==> src/rtl/maze_player_ctrl.sv <==
`timescale 1ns/1ps
`default_nettype none
// ============================================================================
//  Module      : maze_player_ctrl
//  Description : Tile-based maze player controller. A free-running divider
//                produces a game tick. On each tick a one-hot direction
//                request fetches the wall bits of the current tile and of
//                the neighbour tile over a req/ack port. The controller then
//                either moves the sprite STEP pixels or blocks the move at a
//                wall or at the maze edge. Position is kept as a tile
//                row/column plus an in-tile offset and is updated without
//                any divide or modulo.
//  Ports       : clk, rst          - clock, synchronous active-high reset
//                btn_home          - return to the spawn position
//                btn_dir[3:0]      - direction request {down,right,left,up}
//                level_load        - new-level pulse, also respawns
//                goal_row/goal_col - goal tile
//                wall_req/row/col  - wall lookup request and tile address
//                wall_ack/data     - lookup response {top,bottom,left,right}
//                pos_x/pos_y       - sprite pixel position
//                cur_row/cur_col   - tile holding the sprite
//                busy              - high while a move is being evaluated
//                level_done        - one-cycle pulse on goal-tile entry
//  Revision    : 1.0 - initial release
// ============================================================================
module maze_player_ctrl #(
    parameter int TILE_W      = 80,
    parameter int TILE_H      = 60,
    parameter int NUM_ROWS    = 8,
    parameter int NUM_COLS    = 8,
    parameter int WALL_MARGIN = 4,
    parameter int SPRITE      = 10,
    parameter int STEP        = 2,
    parameter int TICK_DIV    = 200000,
    parameter int START_X     = 394,
    parameter int START_Y     = 41
) (
    input  logic        clk,
    input  logic        rst,
    input  logic        btn_home,
    input  logic [3:0]  btn_dir,
    input  logic        level_load,
    input  logic [4:0]  goal_row,
    input  logic [4:0]  goal_col,
    output logic        wall_req,
    output logic [4:0]  wall_row,
    output logic [4:0]  wall_col,
    input  logic        wall_ack,
    input  logic [3:0]  wall_data,
    output logic [10:0] pos_x,
    output logic [10:0] pos_y,
    output logic [4:0]  cur_row,
    output logic [4:0]  cur_col,
    output logic        busy,
    output logic        level_done
);

    localparam int              c_tick_w    = (TICK_DIV > 2) ? $clog2(TICK_DIV) : 1;
    localparam logic [c_tick_w-1:0] c_tick_last = c_tick_w'(TICK_DIV - 1);
    localparam logic [c_tick_w-1:0] c_tick_one  = c_tick_w'(1);
    // Spawn tile and offset are elaboration-time constants.
    localparam logic [4:0]  c_start_row  = 5'(START_Y / TILE_H);
    localparam logic [4:0]  c_start_col  = 5'(START_X / TILE_W);
    localparam logic [9:0]  c_start_yoff = 10'(START_Y % TILE_H);
    localparam logic [9:0]  c_start_xoff = 10'(START_X % TILE_W);
    localparam logic [9:0]  c_step10     = 10'(STEP);
    localparam logic [9:0]  c_margin10   = 10'(WALL_MARGIN);
    localparam logic [10:0] c_step11     = 11'(STEP);
    localparam logic [10:0] c_sprite11   = 11'(SPRITE);
    localparam logic [10:0] c_bot_lim11  = 11'(TILE_H - WALL_MARGIN);
    localparam logic [10:0] c_rgt_lim11  = 11'(TILE_W - WALL_MARGIN);
    localparam logic [11:0] c_step12     = 12'(STEP);
    localparam logic [11:0] c_max_y12    = 12'(NUM_ROWS * TILE_H - SPRITE);
    localparam logic [11:0] c_max_x12    = 12'(NUM_COLS * TILE_W - SPRITE);
    localparam logic [4:0]  c_last_row   = 5'(NUM_ROWS - 1);
    localparam logic [4:0]  c_last_col   = 5'(NUM_COLS - 1);

    typedef enum logic [1:0] {
        ST_IDLE   = 2'd0,
        ST_RD_CUR = 2'd1,
        ST_RD_ADJ = 2'd2,
        ST_CHECK  = 2'd3
    } state_t;

    state_t                state_q, state_d;
    logic [c_tick_w-1:0]   tick_cnt_q, tick_cnt_d;
    logic [4:0]            row_q, row_d, col_q, col_d;
    logic [9:0]            x_off_q, x_off_d, y_off_q, y_off_d;
    logic [3:0]            dir_q, dir_d, cur_w_q, cur_w_d, adj_w_q, adj_w_d;
    logic                  wall_req_q, wall_req_d;
    logic [4:0]            wall_row_q, wall_row_d, wall_col_q, wall_col_d;
    logic                  busy_q, busy_d, level_done_q, level_done_d;
    logic                  at_goal_q, at_goal_d;

    logic                  w_tick, w_dir_onehot, w_blocked, w_at_goal;
    logic [4:0]            w_adj_row, w_adj_col;
    logic [9:0]            w_x_sum, w_y_sum;

    assign pos_x      = 11'(col_q) * 11'(TILE_W) + 11'(x_off_q);
    assign pos_y      = 11'(row_q) * 11'(TILE_H) + 11'(y_off_q);
    assign cur_row    = row_q;
    assign cur_col    = col_q;
    assign wall_req   = wall_req_q;
    assign wall_row   = wall_row_q;
    assign wall_col   = wall_col_q;
    assign busy       = busy_q;
    assign level_done = level_done_q;

    assign w_tick       = (tick_cnt_q == c_tick_last);
    assign w_dir_onehot = (btn_dir != 4'd0) && ((btn_dir & (btn_dir - 4'd1)) == 4'd0);
    assign w_at_goal    = (row_q == goal_row) && (col_q == goal_col);
    assign w_x_sum      = x_off_q + c_step10;
    assign w_y_sum      = y_off_q + c_step10;

    // Neighbour tile in the latched direction; the maze edge clamps to self.
    always_comb begin
        w_adj_row = row_q;
        w_adj_col = col_q;
        if (dir_q[0])      w_adj_row = (row_q == 5'd0)       ? row_q : row_q - 5'd1;
        else if (dir_q[1]) w_adj_col = (col_q == 5'd0)       ? col_q : col_q - 5'd1;
        else if (dir_q[2]) w_adj_col = (col_q == c_last_col) ? col_q : col_q + 5'd1;
        else if (dir_q[3]) w_adj_row = (row_q == c_last_row) ? row_q : row_q + 5'd1;
    end

    // A wall only matters once the sprite is within the margin of that edge;
    // the maze boundary blocks regardless of wall bits.
    always_comb begin
        w_blocked = 1'b0;
        if (dir_q[0])
            w_blocked = ((y_off_q <= c_margin10) && (cur_w_q[3] || adj_w_q[2]))
                        || (pos_y < c_step11);
        else if (dir_q[1])
            w_blocked = ((x_off_q <= c_margin10) && (cur_w_q[1] || adj_w_q[0]))
                        || (pos_x < c_step11);
        else if (dir_q[2])
            w_blocked = ((11'(x_off_q) + c_sprite11 >= c_rgt_lim11) && (cur_w_q[0] || adj_w_q[1]))
                        || ({1'b0, pos_x} + c_step12 > c_max_x12);
        else if (dir_q[3])
            w_blocked = ((11'(y_off_q) + c_sprite11 >= c_bot_lim11) && (cur_w_q[2] || adj_w_q[3]))
                        || ({1'b0, pos_y} + c_step12 > c_max_y12);
    end

    always_comb begin
        state_d      = state_q;
        tick_cnt_d   = w_tick ? '0 : tick_cnt_q + c_tick_one;
        row_d        = row_q;
        col_d        = col_q;
        x_off_d      = x_off_q;
        y_off_d      = y_off_q;
        dir_d        = dir_q;
        cur_w_d      = cur_w_q;
        adj_w_d      = adj_w_q;
        wall_req_d   = wall_req_q;
        wall_row_d   = wall_row_q;
        wall_col_d   = wall_col_q;
        level_done_d = w_at_goal && !at_goal_q;
        at_goal_d    = w_at_goal;

        case (state_q)
            ST_IDLE: begin
                // Ticks arriving in other states are simply not looked at.
                if (w_tick && w_dir_onehot) begin
                    dir_d      = btn_dir;
                    wall_req_d = 1'b1;
                    wall_row_d = row_q;
                    wall_col_d = col_q;
                    state_d    = ST_RD_CUR;
                end
            end
            ST_RD_CUR: begin
                if (wall_req_q && wall_ack) begin
                    cur_w_d    = wall_data;
                    wall_req_d = 1'b0;
                    state_d    = ST_RD_ADJ;
                end
            end
            ST_RD_ADJ: begin
                // First cycle here has req low (dropped after the previous
                // ack); raise it with the neighbour address, then wait.
                if (!wall_req_q) begin
                    wall_req_d = 1'b1;
                    wall_row_d = w_adj_row;
                    wall_col_d = w_adj_col;
                end else if (wall_ack) begin
                    adj_w_d    = wall_data;
                    wall_req_d = 1'b0;
                    state_d    = ST_CHECK;
                end
            end
            ST_CHECK: begin
                if (!w_blocked) begin
                    if (dir_q[0]) begin
                        if (y_off_q < c_step10) begin
                            row_d   = row_q - 5'd1;
                            y_off_d = y_off_q + 10'(TILE_H - STEP);
                        end else begin
                            y_off_d = y_off_q - c_step10;
                        end
                    end else if (dir_q[1]) begin
                        if (x_off_q < c_step10) begin
                            col_d   = col_q - 5'd1;
                            x_off_d = x_off_q + 10'(TILE_W - STEP);
                        end else begin
                            x_off_d = x_off_q - c_step10;
                        end
                    end else if (dir_q[2]) begin
                        if (w_x_sum >= 10'(TILE_W)) begin
                            col_d   = col_q + 5'd1;
                            x_off_d = w_x_sum - 10'(TILE_W);
                        end else begin
                            x_off_d = w_x_sum;
                        end
                    end else if (dir_q[3]) begin
                        if (w_y_sum >= 10'(TILE_H)) begin
                            row_d   = row_q + 5'd1;
                            y_off_d = w_y_sum - 10'(TILE_H);
                        end else begin
                            y_off_d = w_y_sum;
                        end
                    end
                end
                state_d = ST_IDLE;
            end
            default: state_d = ST_IDLE;
        endcase

        // Respawn overrides any in-flight move; a pending ack is discarded
        // because IDLE never looks at wall_ack.
        if (btn_home || level_load) begin
            row_d        = c_start_row;
            col_d        = c_start_col;
            x_off_d      = c_start_xoff;
            y_off_d      = c_start_yoff;
            wall_req_d   = 1'b0;
            state_d      = ST_IDLE;
            level_done_d = 1'b0;
            // A new level re-arms the goal detector; a plain respawn keeps it.
            at_goal_d    = level_load ? 1'b0 : at_goal_q;
        end

        busy_d = (state_d != ST_IDLE);
    end

    always_ff @(posedge clk) begin
        if (rst) begin
            state_q      <= ST_IDLE;
            tick_cnt_q   <= '0;
            row_q        <= c_start_row;
            col_q        <= c_start_col;
            x_off_q      <= c_start_xoff;
            y_off_q      <= c_start_yoff;
            dir_q        <= 4'd0;
            cur_w_q      <= 4'd0;
            adj_w_q      <= 4'd0;
            wall_req_q   <= 1'b0;
            wall_row_q   <= 5'd0;
            wall_col_q   <= 5'd0;
            busy_q       <= 1'b0;
            level_done_q <= 1'b0;
            at_goal_q    <= 1'b0;
        end else begin
            state_q      <= state_d;
            tick_cnt_q   <= tick_cnt_d;
            row_q        <= row_d;
            col_q        <= col_d;
            x_off_q      <= x_off_d;
            y_off_q      <= y_off_d;
            dir_q        <= dir_d;
            cur_w_q      <= cur_w_d;
            adj_w_q      <= adj_w_d;
            wall_req_q   <= wall_req_d;
            wall_row_q   <= wall_row_d;
            wall_col_q   <= wall_col_d;
            busy_q       <= busy_d;
            level_done_q <= level_done_d;
            at_goal_q    <= at_goal_d;
        end
    end

endmodule
`default_nettype wire
==> config.mk <==
export PLATFORM = sky130hd
export DESIGN_NAME = maze_player_ctrl
export DESIGN_NICKNAME = d
export VERILOG_FILES = /design/src/rtl/maze_player_ctrl.sv
export SDC_FILE = /design/constraint.sdc
export NUM_CORES = 1
export LEC_CHECK = 0
export CAP_MARGIN = 10
export CORE_MARGIN = 2
export CORE_UTILIZATION = 25
export CTS_CLUSTER_DIAMETER = 50
export DETAILED_ROUTE_END_ITERATION = 6
export SYNTH_ARGS = -nofsm -noshare
export SYNTH_HDL_FRONTEND = slang
export SYNTH_SLANG_ARGS = --single-unit
==> constraint.sdc <==
create_clock -name clk -period 4.9 [get_ports clk]
set_input_delay 0.735 -clock clk [delete_from_list [all_inputs] [get_ports clk]]
set_output_delay 0.735 -clock clk [all_outputs]
set_load 0.03 [all_outputs]
# ---- After elaboration in Yosys (flattened, before gate mapping)
# Index checks and enable logic that the tools add are counted.
dict set report op_classes {
  addsub 20
  bitwise_logic 3
  magnitude_cmp 12
  n_reduce_logical 42
  mux 54
  eq_ne 16
  mul 2
}
# cell n
set ops {}
lappend ops {{$mux 5} 25}
lappend ops {{$mux 10} 10}
lappend ops {{$add 11x2->12 const B} 2}
lappend ops {{$add 10x4->11 const B} 2}
lappend ops {{$add 11x10->11} 2}
lappend ops {{$lt 11x2->1 const B} 2}
lappend ops {{$add 10x2->10 const B} 2}
lappend ops {{$le 10x3->1 const B} 2}
lappend ops {{$lt 10x2->1 const B} 2}
lappend ops {{$pmux 5 s2} 2}
lappend ops {{$sub 10x2->10 const B} 2}
lappend ops {{$add 18x1->18 const B} 1}
lappend ops {{$eq 18x18->1 const B} 1}
lappend ops {{$gt 12x10->1 const B} 1}
lappend ops {{$gt 12x9->1 const B} 1}
lappend ops {{$ne 2x2->1 const B} 6}
lappend ops {{$reduce_bool 2->1} 6}
lappend ops {{$ge 11x6->1 const B} 1}
lappend ops {{$ge 11x7->1 const B} 1}
lappend ops {{$add 10x6->10 const B} 1}
lappend ops {{$add 10x7->10 const B} 1}
lappend ops {{$add 5x1->5 const B} 2}
lappend ops {{$eq 5x3->1 const B} 2}
lappend ops {{$eq 5x5->1} 2}
lappend ops {{other kinds (32)} 70}
dict set report totals {
  in_bits 23
  register_bits 76
  word_cells 164
}

# ---- Longest topological paths before layout
dict set report depth {
  depth_word 11
  depth_mapped 22
  depth_no_buf 20
}

# ---- Worst setup path after synthesis
# OpenSTA, ideal clock, no wires.
dict set report synth_timing {
  path_kind {reg2reg}
  start {register row_q[2], in the netlist cur_row[2]}
  end {register col_q[1], in the netlist cur_col[1]}
  t_arrival_ns 5.420
  setup_ns 0.087
  stages_incl_launch_ff 17
  required_ns 4.813
  setup_slack_ns -0.607
  path_cell_list {dfxtp_1 inv_1 fa_1 fa_1 inv_1 ha_1 xnor2_1 ha_1 clkbuf_1 xnor2_1 mux2i_1 o221ai_2 a41o_1 a2111o_1 buf_6 or4_1 o31ai_1}
}
dict set report synth_between {
  elab_chain_len 11
}
# element line
set synth_rtl {}
lappend synth_rtl {{start: declaration} 87} ;# logic [4:0] row_q, row_d, col_q, col_d;
lappend synth_rtl {{start signal: assignment} 248} ;# row_q <= c_start_row;
lappend synth_rtl {{start signal: assignment} 264} ;# row_q <= row_d;
lappend synth_rtl {{$mul 5x4->9 *} 100} ;# assign pos_y = 11'(row_q) * 11'(TILE_H) + 11'(y_off_q);
lappend synth_rtl {{$add 11x10->11 *} 100}
lappend synth_rtl {{named net pos_y[6]} 51} ;# output logic [10:0] pos_y,
lappend synth_rtl {{$add 11x2->12} 140} ;# || ({1'b0, pos_y} + c_step12 > c_max_y12);
lappend synth_rtl {{$gt 12x9->1} 140}
lappend synth_rtl {{$logic_or 1x1->1} 140}
lappend synth_rtl {{$mux 1} 138} ;# else if (dir_q[3])
lappend synth_rtl {{$mux 1} 135} ;# else if (dir_q[2])
lappend synth_rtl {{$mux 1} 132} ;# else if (dir_q[1])
lappend synth_rtl {{$mux 1 *} 129} ;# if (dir_q[0])
lappend synth_rtl {{$not 1->1 (no line) *} -}
lappend synth_rtl {{$reduce_and 6->1 (no line) *} -}
lappend synth_rtl {{end signal: assignment} 249} ;# col_q <= c_start_col;
lappend synth_rtl {{end signal: assignment} 265} ;# col_q <= col_d;
lappend synth_rtl {{end: declaration} 87}
# The timed path passes the listed nets; every way through them passes the cells marked *.
# A chain may end at the register's enable or synchronous reset.

# ---- Worst setup path after layout
dict set report layout_timing {
  start {register row_q[0], in the netlist cur_row[0]}
  end {register x_off_q[7]}
}
dict set report layout_between {
  elab_chain_len 11
}
# element line
set layout_rtl {}
lappend layout_rtl {{$mul 5x4->9 *} 100}
lappend layout_rtl {{$add 11x10->11 *} 100}
lappend layout_rtl {{$add 11x2->12} 140}
lappend layout_rtl {{$gt 12x9->1} 140}
lappend layout_rtl {{$logic_or 1x1->1} 140}
lappend layout_rtl {{$mux 1} 138}
lappend layout_rtl {{$mux 1} 135}
lappend layout_rtl {{$mux 1} 132}
lappend layout_rtl {{$mux 1 *} 129}
lappend layout_rtl {{$not 1->1 (no line) *} -}
lappend layout_rtl {{$reduce_and 4->1 (no line) *} -}
lappend layout_rtl {{end signal: assignment} 250} ;# x_off_q <= c_start_xoff;
lappend layout_rtl {{end signal: assignment} 266} ;# x_off_q <= x_off_d;
lappend layout_rtl {{end: declaration} 88} ;# logic [9:0] x_off_q, x_off_d, y_off_q, y_off_d;
# Mark *: on every way between the ends. The rest lies on a longest branch, timed or not.

==> out/metrics.csv <==
stage,metric,value,unit
grt,grt_pass1_vias,6247,
critical_path,crit_path_top_delay_cell,fa_1,
critical_path,crit_chain,fa_1 > inv_1 > fa_1 > buf_4 > fa_1 > xnor2_1 > ha_1 > a21o_1 > a2111oi_1 > or2_2 > a21oi_1 > a41o_1 > a2111o_1 > buf_6 > or4_4 > a21oi_1,
clock_tree,cts.sinks,74,
grt,antenna_found_initial,0,
power_and_ir_drop,powerDensity,148,mW/mm^2
floorplanning,start_util,25.4,%
sta,min_period_over_period,102,%
logic_synthesis,synth.distinct_cells,75,
critical_path,cp.arrival,5.29,ns
grt,overflow,0,
place,io_buffer_count,65,
cells_and_area,layout.cells.non_filler,1328,
clock_tree,worstSkewPairLatency,0.35,ns
place,dp.cells,1309,
critical_path,worstRegToRegCells,16,
hold_path,holdPathStages,1,
floorplanning,top_level_ports,68,
routing,avgViaCountPerCell,5.10,
floorplanning,die_w,170,um
power_and_ir_drop,leakagePower,3.34,nW
grt,track_usage,14.2,%
critical_path,cp_max_fo,8,
routing,drt_iter0_drc,501,
run_status,outcome,"finished, violations left",
power_and_ir_drop,finalPower,1.26,mW
clock_tree,root_buffer,clkbuf_16,
logic_synthesis,synth_edf_count,0,
routing,drc,0,
clock_tree,cts_tree,done,
routing,finalWirelength,20400,um
sta,setup_viol,11,
floorplanning,dieArea,0.0288,mm^2
clock_tree,htreeDepth,3,
cells_and_area,drive_gt1_share,12.1,%
critical_path,required,5.17,ns
power_and_ir_drop,vdd_drop_max,0.158,mV
job,max-cap-violations,0,
grt,grt_pass1_wl,33000,um
cells_and_area,area_growth,24.4,%
floorplanning,rows,60,
logic_synthesis,ys_seq_area_share,21.6,%
cells_and_area,layout_commonest_cell,nor2_1,
logic_synthesis,netlist_instances,909,
sta,rsz0062_at_grt,yes,
routing,drt-pass1-iter-count,5,
sta,fin_skew,0.00700,ns
clock_tree,numCtsBuffers,9,
critical_path,critPathCaptureType,register,
routing,via_count,6778,
logic_synthesis,synth_area,0.00686,mm^2
critical_path,max_stage_delay,0.56,ns
run_status,violations,setup timing,
logic_synthesis,syn_nets,997,
clock_tree,clockBufferDepth,2,
routing,wl_per_cell,15.4,um
clock_tree,path_clk_slew,0.06,ns
floorplanning,core_area,0.0270,mm^2
cells_and_area,antenna_cells,0,
sta,max-slew-margin-rel,32.7,%
grt,grt_max_degree,28,
logic_synthesis,yosys_warnings,0,
cells_and_area,final_cell_mix,"nor2_1, nand2_1, dfxtp_1, clkdlybuf4s50_1, ha_1",
sta,fin_ws,-0.122,ns
logic_synthesis,synthArstFlopShare,0,%
sta,tightestPinTransition,1.00,ns
clock_tree,cts_hold_buf,0,
critical_path,start_kind,register,
hold_path,holdCritPathClass,reg -> reg,
sta,hold_violations,0,
place,gp_congestion,0.845,
sta,maxSlewViolCount,0,
floorplanning,die_h,170,um
place,hpwlAfterDp,15600,um
cells_and_area,nets,1071,
critical_path,crit_top_cell,fa_1,
logic_synthesis,ys_ff_latch,74,
logic_synthesis,syn_area_per_cell,7.54,um^2
critical_path,path_class,reg -> reg,
routing,ant_nets,0,
sta,max_freq,199,MHz
sta,post-route-min-period,5.02,ns
logic_synthesis,synthFlopType,dfxtp_1,
area by class of cell:
class | count | area [um^2]
repair buffers | 121 | 1110
well taps | 341 | 427
clock buffers | 9 | 225
multi-input cells | 728 | 5050
fillers | 2872 | 18400
flip-flops and latches | 74 | 1500
inverters | 49 | 184
clock inverters | 6 | 41.3
report_power, final:
group | switching (mW) | internal (mW) | total, mW | leakage [nW]
logic | 0.0250 | 0.0230 | 0.0480 | 2.61
clock network | 0.271 | 0.341 | 0.612 | 0.132
registers | 0.00211 | 0.601 | 0.604 | 0.600
total | 0.298 | 0.965 | 1.26 | 3.34
final timing paths:
| kind | start | end | slack (ns) |
|---|---|---|---|
| max | cur_row[0] | x_off_q[7] | -0.12 |
| max reg2reg | cur_row[0] | x_off_q[7] | -0.12 |
| min reg2reg | at_goal_q | level_done | 0.41 |
| min | at_goal_q | level_done | 0.41 |
flip-flops by register name, indices dropped and copies added (netlist names):
signal      cells
adj_w_q         4
at_goal_q       1
busy            1
cur_col         5
cur_row         5
cur_w_q         4
dir_q           4
level_done      1
state_q         2
tick_cnt_q     18
wall_col        5
wall_req        1
wall_row        5
x_off_q         9
y_off_q         9
cell usage after synthesis, types with 11 or more instances:
master,number,area [um^2]
nor2_1,104,390
nand2b_1,12,75.1
nor3_1,32,160
o31ai_1,13,97.6
nand2_1,72,270
mux2i_1,26,260
inv_1,49,184
a21oi_1,46,230
nand3_1,40,200
and3_1,11,68.8
or4_1,11,82.6
xor2_1,35,307
clkbuf_1,45,169
a211oi_1,18,135
dfxtp_1,74,1480
o21ai_0,56,280
xnor2_1,24,210
ha_1,55,688
cells by family after synthesis:
logic type,Yosys count,synth area share (%)
fa+ha+maj,65,13.0
flops,74,21.6
buf+inv,107,6.44
other cells,2,0.110
simple gates,347,25.0
mux,30,4.62
xor+xnor,59,7.54
compound gates,225,21.7
routing by layer:
| layer | vias to the layer above | global-route usage [%] | share of wire [%] |
|---|---|---|---|
| met5 | - | 0 | 0 |
| met3 | 21 | 2.87 | 5.0 |
| li1 | 3417 | - | - |
| met1 | 3176 | 19.7 | 49 |
| met2 | 164 | 22.2 | 44 |
| met4 | 0 | 4.27 | 2.0 |
per-stage QoR:
step,hold slack [ns],instance area (um^2),utilization [%],setup slack [ns],TNS [ns]
2_1_floorplan,0.392,6900,-,0.000608,0
3_3_place_gp,0.414,8130,30.1,-0.128,-0.821
3_5_place_dp,0.404,8130,30.1,-0.174,-1.34
4_1_cts,0.417,8430,31.3,-0.104,-0.410
5_1_grt,0.428,8530,31.7,-0.298,-5.63
6_report,0.415,8530,31.7,-0.122,-0.743
critical path, delay by kind of cell, from the launching register on:
kind / cells / cell delay [ns]
fa+ha+maj: 4 / 1.71
simple gates: 2 / 0.70
compound gates: 6 / 1.67
buf+inv: 3 / 0.37
xor+xnor: 1 / 0.15
flops: 1 / 0.34
repair_timing:
| action | in CTS | in global routing |
|---|---|---|
| gates cloned | 0 | 1 |
| buffers inserted | 0 | 3 |
| setup endpoints to repair | 25 | 33 |
| gates resized for setup | 12 | 23 |
| pin swaps | 2 | 14 |
Power figures use the tool's default switching activity.
==> RTL edit, RTL diff (same flow settings) <==
The parameter `TICK_DIV` goes from 200000 to 800000.
--- a/src/rtl/maze_player_ctrl.sv
+++ b/src/rtl/maze_player_ctrl.sv
@@ -31,7 +31,7 @@
     parameter int WALL_MARGIN = 4,
     parameter int SPRITE      = 10,
     parameter int STEP        = 2,
-    parameter int TICK_DIV    = 200000,
+    parameter int TICK_DIV    = 800000,
     parameter int START_X     = 394,
     parameter int START_Y     = 41
 ) (
Formal check against the unedited RTL: no difference found for any inputs over 10 cycles, from zero or initial values and one cycle with rst high; that may be too few to reach the edited logic, so the function may still have changed.
==> RTL edit against the original RTL <==
  * Cell area shrank 0.76%
  * Sequential power grew 3%
  * Final cell count grew 2.4%
  * Sequential cell count grew 2
  * First-iteration DRC count shrank 14%
  * Worst setup slack gained 0.30 ns
  * Power grew 4.9%
  * Via count shrank 0.49%
  * Hold slack gained 0.0048 ns
  * Wire length shrank 2.0%
  * Die area grew 1.4%
  * Area after synthesis grew 1.5%
  * Largest cell class unchanged
  * Highest routed layer unchanged
==> RTL edit: results (changes against the original RTL) <==
worst_setup_path:
  r2r_cells: 20  # was 16
  r2r_slack_ns: 0.18  # was -0.12 ns
  r2r-end: "y_off_q[2]"  # was x_off_q[7]
  cp_max_fo: 4  # was 8
  arrival_ns: 4.90  # was 5.29 ns
  startpoint: "cur_row[1]"  # was cur_row[0]
pwr:
  leakage_nw: 3.17  # was 3.34 nW
  vdd_drop_max_mv: 0.163  # was 0.158 mV
  powerDensity_nw_per_um2: 156  # was 148 nW/µm²
detailed_routing:
  drt-total-wl_um: 20000  # was 20400 µm
  vias: 6745  # was 6778
  wl_per_cell_um: 14.7  # was 15.4 µm
  drt_iter0_drc: 429  # was 501
  met1_length_um: 9390  # was 10100 µm
  wl_met3_um: 1030  # was 1020 µm
  wl_met2_um: 9320  # was 8940 µm
finish:
  clock_area_share_pct: 3.44  # was 3.12%
  nonClkBufAreaFrac_pct: 10.9  # was 13.0%
  multi_input_area_share_pct: 59.6  # was 59.2%
  seq_share_pct: 18.1  # was 17.5%
  final_nets: 1063  # was 1071
  top_regs: "tick_cnt_q: 20 flops, x_off_q: 9 flops, y_off_q: 9 flops"  # was tick_cnt_q: 18 flops, x_off_q: 9 flops, y_off_q: 9 flops
  signal_buffers: 103  # was 121
  design.seq.count: 76  # was 74
  drive_gt1_share_pct: 10.8  # was 12.1%
  antennaDiodeCount: 1  # was 0
  num-fill-cells: 2995  # was 2872
  num-multi-input-gates: 733  # was 728
timing:
  post-route-min-period_ns: 4.72  # was 5.02 ns
  finalSetupTns_ns: 0  # was -0.743 ns
  finClkSkew_ns: 0.00791  # was 0.00700 ns
  hold_slack_ns: 0.420  # was 0.415 ns
  worstMarginPinSlew_ns: 0.884  # was 1.00 ns
placed_design:
  dp_cells: 1336  # was 1309
  dp_hpwl_um: 15100  # was 15600 µm
  preCtsSetupSlack_ns: -0.0251  # was -0.174 ns
  portBuffers: 65  # unchanged
  place_congestion: 0.858  # was 0.845
  place_area_um2: 8030  # was 8130 µm²
grt:
  grt_pass1_wl_um: 32500  # was 33000 µm
  antenna_found_initial: 1  # was 0
  grt_max_degree: 35  # was 28
  grt_usage_pct: 13.8  # was 14.2%
  grt_pass1_vias: 6239  # was 6247
logic_synthesis:
  synthCells: 916  # was 909
  yosysUniqueCellTypes: 86  # was 75
  syn_nets: 1003  # was 997
  synth_area_leaders: "dfxtp_1, ha_1, nor2_1"  # unchanged
  synthTopCellsByCount: "nor2_1, nand2_1, dfxtp_1"  # was nor2_1, dfxtp_1, nand2_1
  ys_seq_area_share_pct: 21.9  # was 21.6%
cts:
  post-cts-setup-buffers: 2  # was 0
  cts_resized: 6  # was 12
status:
  status: "finished clean"  # was finished with violations
min_path:
  min_from: "at_goal_q"  # unchanged
RTL edit: cell count changes after synthesis, sizes merged, moves of 8 or more:
| cell | change |
|---|---|
| o21ai | -14 |
| xnor2 | +14 |
| clkbuf | -9 |
| or4 | -9 |
| a31oi | +8 |
| nand2 | +13 |
RTL edit: report_power, final:
part           switching [mW]  internal, mW  leakage, nW  total (mW)
clock                   0.264         0.392        0.142       0.656
combinational          0.0255        0.0226         2.41      0.0481
sequential            0.00159         0.619        0.615       0.621
RTL edit: critical path: stages (launching register included):
cell and delay (ns):
dfxtp_2 0.35, inv_1 0.07, fa_1 0.48, fa_1 0.50
inv_1 0.04, ha_1 0.29, nor2b_2 0.18, o31ai_2 0.25
a21boi_2 0.22, ha_1 0.26, or2_4 0.24, a21oi_2 0.13
a31oi_1 0.06, xor2_1 0.22, buf_4 0.16, o21ai_0 0.08
a311o_2 0.46, buf_4 0.17, and3_4 0.18, nor3_2 0.16
a211oi_1 0.07
RTL edit: layer usage:
metal	vias to the layer above	GRT usage (%)
li1	3395	-
met1	3165	19.1
met2	160	22.1
met3	25	2.52
met4	0	3.54
met5	-	0
RTL edit: logic make-up (layout without fill, tap and decap cells):
| family | Yosys count | count (layout) | share of synthesized area, % |
|---|---|---|---|
| AO/OA/AOI/OAI | 214 | 215 | 20.6 |
| buffers and inverters | 108 | 172 | 7.30 |
| AND/OR/NAND/NOR | 352 | 352 | 24.3 |
| adder cells (fa/ha/maj) | 64 | 64 | 12.6 |
| multiplexers | 29 | 29 | 4.23 |
| other | 2 | 3 | 0.108 |
| flip-flops | 76 | 76 | 21.9 |
| XOR/XNOR | 71 | 71 | 8.94 |
